[src/rtl/router_1xn.sv]
// router_1xn: one packet input stream routed to N_PORTS show-ahead FIFOs.
// Space for the whole packet (header + payload + parity) is reserved before
// the header is committed, so accepted payload never meets a full FIFO.
// Illegal headers are dropped with their bytes; stale FIFOs are flushed.
//
// state  | meaning
// -------+---------------------------------------------------------------
// DECODE | idle, next accepted byte is latched as a header
// CHECK  | one cycle: legality check and first free-space evaluation
// WAIT   | header legal but FIFO[dest] lacks len+2 free entries; retry
// LOAD   | header written, forwarding len payload bytes into FIFO[dest]
// PARITY | forwarding the parity byte and comparing it to running parity
// DROP   | discarding len+1 bytes of an illegal packet
module router_1xn #(
  parameter int N_PORTS    = 3,
  parameter int DATA_W     = 8,
  parameter int FIFO_DEPTH = 16,
  parameter int TIMEOUT    = 30
) (
  input  logic                      clock,
  input  logic                      reset,
  input  logic                      pkt_valid,
  input  logic [DATA_W-1:0]         data_in,
  output logic                      busy,
  output logic                      err,
  input  logic [N_PORTS-1:0]        read_enb,
  output logic [N_PORTS-1:0]        vld_out,
  output logic [N_PORTS*DATA_W-1:0] data_out
);

  localparam int ADDR_W = (N_PORTS <= 2) ? 1 : $clog2(N_PORTS);
  localparam int LEN_W  = DATA_W - ADDR_W;
  localparam int CNT_W  = LEN_W + 1;
  localparam int PTR_W  = $clog2(FIFO_DEPTH);
  localparam int OCC_W  = PTR_W + 1;
  localparam int TMR_W  = $clog2(TIMEOUT + 1);
  // Wide enough for len+2 and FIFO_DEPTH without overflow
  localparam int CMP_W  = ((LEN_W > OCC_W) ? LEN_W : OCC_W) + 2;

  typedef enum logic [2:0] {
    S_DECODE,
    S_CHECK,
    S_WAIT,
    S_LOAD,
    S_PARITY,
    S_DROP
  } state_t;

  state_t              state_q, state_d;
  logic [DATA_W-1:0]   hdr_q, hdr_d;
  logic [DATA_W-1:0]   par_q, par_d;
  logic [CNT_W-1:0]    cnt_q, cnt_d;
  logic                err_q, err_d;

  logic [ADDR_W-1:0]   dest;
  logic [LEN_W-1:0]    len;
  logic [OCC_W-1:0]    occ_all [N_PORTS];
  logic [OCC_W-1:0]    occ_dest;
  logic [CMP_W-1:0]    need_w, free_w;
  logic                fits, pkt_bad;
  logic                wr_hdr, wr_byte, hold_st;
  logic [DATA_W-1:0]   wr_data;

  assign dest = hdr_q[ADDR_W-1:0];
  assign len  = hdr_q[DATA_W-1:ADDR_W];

  // Select the occupancy of the addressed FIFO (zero for an out-of-range dest)
  always_comb begin
    occ_dest = '0;
    for (int k = 0; k < N_PORTS; k++) begin
      if (dest == ADDR_W'(k)) occ_dest = occ_all[k];
    end
  end

  // Legality and reservation checks on the latched header
  always_comb begin
    need_w  = CMP_W'(len) + CMP_W'(2);
    free_w  = CMP_W'(FIFO_DEPTH) - CMP_W'(occ_dest);
    fits    = (free_w >= need_w);
    pkt_bad = (int'(dest) >= N_PORTS) || (len == '0) || (need_w > CMP_W'(FIFO_DEPTH));
  end

  // FSM state and packet context registers
  always_ff @(posedge clock or posedge reset) begin
    if (reset) begin
      state_q <= S_DECODE;
      hdr_q   <= '0;
      par_q   <= '0;
      cnt_q   <= '0;
      err_q   <= 1'b0;
    end else begin
      state_q <= state_d;
      hdr_q   <= hdr_d;
      par_q   <= par_d;
      cnt_q   <= cnt_d;
      err_q   <= err_d;
    end
  end

  // FSM next-state, handshake and FIFO write strobes
  always_comb begin
    state_d = state_q;
    hdr_d   = hdr_q;
    par_d   = par_q;
    cnt_d   = cnt_q;
    err_d   = 1'b0;
    busy    = 1'b0;
    wr_hdr  = 1'b0;
    wr_byte = 1'b0;
    case (state_q)
      S_DECODE: begin
        if (pkt_valid) begin
          hdr_d   = data_in;
          par_d   = data_in;
          state_d = S_CHECK;
        end
      end
      S_CHECK: begin
        busy = 1'b1;
        if (pkt_bad) begin
          err_d   = 1'b1;
          cnt_d   = CNT_W'(len) + CNT_W'(1);
          state_d = S_DROP;
        end else if (fits) begin
          wr_hdr  = 1'b1;
          cnt_d   = CNT_W'(len);
          state_d = S_LOAD;
        end else begin
          state_d = S_WAIT;
        end
      end
      S_WAIT: begin
        busy = 1'b1;
        if (fits) begin
          wr_hdr  = 1'b1;
          cnt_d   = CNT_W'(len);
          state_d = S_LOAD;
        end
      end
      S_LOAD: begin
        if (pkt_valid) begin
          wr_byte = 1'b1;
          par_d   = par_q ^ data_in;
          cnt_d   = cnt_q - CNT_W'(1);
          if (cnt_q == CNT_W'(1)) state_d = S_PARITY;
        end
      end
      S_PARITY: begin
        if (pkt_valid) begin
          wr_byte = 1'b1;
          err_d   = (data_in != par_q);
          state_d = S_DECODE;
        end
      end
      S_DROP: begin
        if (pkt_valid) begin
          cnt_d = cnt_q - CNT_W'(1);
          if (cnt_q == CNT_W'(1)) state_d = S_DECODE;
        end
      end
      default: state_d = S_DECODE;
    endcase
  end

  assign err     = err_q;
  assign wr_data = wr_hdr ? hdr_q : data_in;
  // The port being filled must not be flushed underneath the packet
  assign hold_st = (state_q == S_CHECK) || (state_q == S_LOAD) || (state_q == S_PARITY);

  for (genvar i = 0; i < N_PORTS; i++) begin : g_port
    logic [DATA_W-1:0] mem [FIFO_DEPTH];
    logic [PTR_W-1:0]  wr_ptr, rd_ptr;
    logic [OCC_W-1:0]  occ;
    logic [TMR_W-1:0]  tmr;
    logic              vld, wr, rd, hold, flush;

    assign vld   = (occ != '0);
    assign wr    = (wr_hdr || wr_byte) && (dest == ADDR_W'(i));
    assign rd    = read_enb[i] && vld;
    assign hold  = hold_st && (dest == ADDR_W'(i));
    assign flush = (tmr == TMR_W'(TIMEOUT)) && !hold;

    // Storage array; contents are don't-care until written
    always_ff @(posedge clock) begin
      if (wr) mem[wr_ptr] <= wr_data;
    end

    // Pointers and occupancy; a flush keeps only a same-cycle write
    always_ff @(posedge clock or posedge reset) begin
      if (reset) begin
        wr_ptr <= '0;
        rd_ptr <= '0;
        occ    <= '0;
      end else begin
        if (wr) wr_ptr <= wr_ptr + PTR_W'(1);
        if (flush) begin
          rd_ptr <= wr_ptr;
          occ    <= wr ? OCC_W'(1) : '0;
        end else begin
          if (rd) rd_ptr <= rd_ptr + PTR_W'(1);
          case ({wr, rd})
            2'b10:   occ <= occ + OCC_W'(1);
            2'b01:   occ <= occ - OCC_W'(1);
            default: ;
          endcase
        end
      end
    end

    // Stale-data timer: counts unread non-empty cycles up to TIMEOUT
    always_ff @(posedge clock or posedge reset) begin
      if (reset) begin
        tmr <= '0;
      end else if (hold || !vld || read_enb[i] || flush) begin
        tmr <= '0;
      end else if (tmr != TMR_W'(TIMEOUT)) begin
        tmr <= tmr + TMR_W'(1);
      end
    end

    assign occ_all[i]                     = occ;
    assign vld_out[i]                     = vld;
    assign data_out[i*DATA_W +: DATA_W]   = vld ? mem[rd_ptr] : '0;
  end

endmodule

[config.mk]
export PLATFORM = sky130hd
export DESIGN_NAME = router_1xn
export DESIGN_NICKNAME = d
export VERILOG_FILES = /design/src/rtl/router_1xn.sv
export SDC_FILE = /design/constraint.sdc
export NUM_CORES = 1
export LEC_CHECK = 0
export ABC_AREA = 1
export CORE_MARGIN = 2
export CORE_UTILIZATION = 62
export DETAILED_ROUTE_END_ITERATION = 6
export GPL_TIMING_DRIVEN = 0
export MAX_ROUTING_LAYER = met4
export PLACE_DENSITY = 0.91
export RECOVER_POWER = 25
export SETUP_SLACK_MARGIN = 0.2
export SYNTH_ARGS = -nofsm -noshare
export SYNTH_HDL_FRONTEND = slang
export SYNTH_SLANG_ARGS = --single-unit
[constraint.sdc]
create_clock -name clock -period 5.4 [get_ports clock]
set_input_delay 1.08 -clock clock [delete_from_list [all_inputs] [get_ports clock]]
set_output_delay 1.08 -clock clock [all_outputs]
set_load 0.02 [all_outputs]
==> out/results.tsv <==
metric	value	unit
die_w	186.1	um
reg2reg_to	g_port[1].mem[4][0]	
synthTopCellsByArea	edfxtp_1, dfrtp_1, nor2_1	
cts_tree	built	
r2r_start	hdr_q[1]	
required	4.32	ns
start_kind	register	
p_per_area	522.6	nW/um^2
std_cell_rows	66	
cts.sinks	465	
grt_pass1_wl	83480	um
netlist.area_leader.share	56.07	%
clk_latency	0.56	ns
yosys_most_used_dff	edfxtp_1	
setup_viol	0	
synth_cells	1820	
dieArea	34650	um^2
synth_top_area_cell	edfxtp_1	
cts_resized	0	
hold_depth	1	
wl	54230	um
slew_headroom	-72.32	%
path_buf_inv	4	
place_area	21870	um^2
violations	max-capacitance violations, max-slew violations	
timing_worst_setup_path_type	register to output pin	
endpoint_kind	output pin	
critPathMaxFanout	10	
period_share	89.87	%
critPathSlowestCell	clkdlybuf4s50_1	
io_buffers	42	
place.detailed.hpwl	34280	um
cts_hold_buf	0	
synth_edf_count	384	
synth-seq-area-share	65.92	%
clk_path_buf_depth	3	
cts_root_buf	clkbuf_16	
hold_start	g_port[2].tmr[0]	
r2r_cells	24	
clock.fmax	206.1	MHz
tightest_slew	2.585	ns
antenna_found_initial	0	
avgSynthCellArea	11.30	um^2
synth-seq-cells	465	
final_hold_viol_count	0	
async_flop_share	17.42	%
clk_pin_slew	0.07	ns
yosys_warnings	0	
drcViolationCount	0	
holdPathEnd	g_port[2].tmr[0]	
multi_input_area	6175	um^2
crit_family	buffers and inverters	
drv_slew	69	
peakVddDrop	0.0003441	V
syn_to_final_growth	12.83	%
grtUsageTotal	32.40	%
p_leak	8.452	nW
rsz0062_at_grt	false	
arrival	3.77	ns
syn-num-nets	1874	
n_antenna_cell	0	
start_util	63.05	%
outcome	complete, but fails checks	
vias	15760	
final_area	23210	um^2
nFillCells	2021	
syn_area	20570	um^2
wl_per_cell	22.64	um
hp-class	register to register	
initialDrtViolationCount	2690	
grt_remaining_overflow	0	
vias_per_cell	6.579	
r2r_setup_slack	0.66	ns
final_nets	1972	
hold_slack	0.4794	ns
fin_cells	2395	
crit_top_cell	clkbuf_1	
htreeDepth	2	
grt_max_degree	58	
period_needed	4.853	ns
post_cts_buffers	0	
gp_congestion	0.9665	
critPathMaxStageDelay	0.66	ns
skew	0.01948	ns
ys_types	43	
dp_cells	2313	
drtPass1Iterations	7	
drive_gt1_share	6.042	%
grt_pass1_vias	15660	
num_io_pins	43	
numCtsBuffers	45	
setup_tns	0	ns
dieHeight	186.1	um
core	32620	um^2
regArea	13560	um^2
ant_nets	0	
max_cap_violations	2	
crit_path_cell_trace	inv_1, clkbuf_1, clkbuf_1, o21ai_0, o221ai_1, nand3_1, a21oi_1, clkdlybuf4s50_1	
## cells in the final DEF (no fill, tap or decap), types with 9 or more instances in the layout
cell	Yosys	final
clkbuf_16	0	48
nand3_1	86	87
nor2_1	318	321
clkinv_1	4	10
clkdlybuf4s50_1	0	35
nand4_1	12	12
inv_1	112	115
o221ai_1	90	90
nand2_1	179	187
dfrtp_1	81	81
clkbuf_1	75	82
xor2_1	38	38
o21ai_0	227	225
o22ai_1	22	22
clkinv_2	0	9
ha_1	40	40
edfxtp_1	384	384
a21oi_1	49	48
a31oi_1	9	9
## kinds of logic after synthesis
family          Yosys count  share of synthesized area, %
simple gates            632                         13.17
flops                   465                         65.92
buf+inv                 213                         3.997
compound gates          427                         12.65
xor+xnor                 43                         1.831
fa+ha+maj                40                         2.433
## worst max path at each step
stage	cells past startpoint	startpoint	endpoint	slack, ns
6_report	8	g_port[1].rd_ptr[0]	data_out[14]	0.55
3_3_place_gp	21	hdr_q[0]	g_port[0].mem[11][1]	-2.88
5_1_grt	24	hdr_q[1]	g_port[1].mem[4][0]	0.33
3_5_place_dp	22	hdr_q[0]	g_port[2].mem[7][0]	1.23
4_1_cts	9	g_port[2].rd_ptr[0]	data_out[20]	0.70
2_1_floorplan	21	hdr_q[0]	g_port[0].mem[0][0]	0.64
## Yosys cell counts, types with 2 or more instances
cell type / count
a31oi_1: 9
nor2_2: 5
nand2_1: 179
o221ai_1: 90
a32oi_1: 4
inv_4: 3
o21ai_1: 10
a21oi_1: 49
nor2_1: 318
buf_4: 3
clkbuf_1: 75
nand3_1: 86
xnor2_1: 5
o22ai_1: 22
edfxtp_1: 384
xor2_1: 38
buf_1: 3
nand3_2: 3
buf_2: 3
nor4_1: 2
inv_1: 112
clkinv_1: 4
nand2_4: 5
nand2_8: 5
ha_1: 40
o21ai_0: 227
nand4_1: 12
nand2_2: 7
nor3_1: 7
dfrtp_1: 81
inv_2: 10
o211ai_1: 8
## area by class of cell
class                           count  area share [%]
Buffer                             84           1.418
Sequential cell                   465           58.42
Clock buffer                       56           5.392
Clock inverter                     26          0.8735
Tap cell                          442           2.383
Multi-Input combinational cell   1142           26.61
Timing Repair Buffer               51           2.782
Inverter                          129           2.119
## routing by layer
metal	track usage [%]	share of wire, %	vias up	routed length [um]
li1	-	-	6729	-
met3	7.301	12	286	6649
met4	15.91	5.4	0	2939
met1	39.41	34	7487	18540
met2	51.72	48	1254	26100
met5	-	0	-	0
## metrics by stage
| step | utilization (%) | power [mW] | setup slack, ns |
|---|---|---|---|
| 2_1_floorplan | - | 7.231 | 0.6404 |
| 3_3_place_gp | 66.04 | 8.616 | -2.879 |
| 3_5_place_dp | 67.06 | 8.875 | 1.230 |
| 4_1_cts | 71.52 | 12.00 | 0.7015 |
| 5_1_grt | 71.14 | 12.59 | 0.3280 |
| 6_report | 71.14 | 12.13 | 0.5470 |
## state kept, by name (all words and copies together), names as in the netlist
register	flops
g_port.wr_ptr	12
par_q	8
err	1
cnt_q	7
state_q	3
g_port.occ	15
g_port.rd_ptr	12
g_port.mem	384
g_port.tmr	15
hdr_q	8
## report_power, final
part | internal [mW] | total, mW | switching, mW
logic | 1.51 | 4.64 | 3.14
clock network | 1.75 | 3.11 | 1.36
registers | 4.11 | 4.37 | 0.259
total | 7.37 | 12.1 | 4.76
Power figures use the tool's default switching activity.
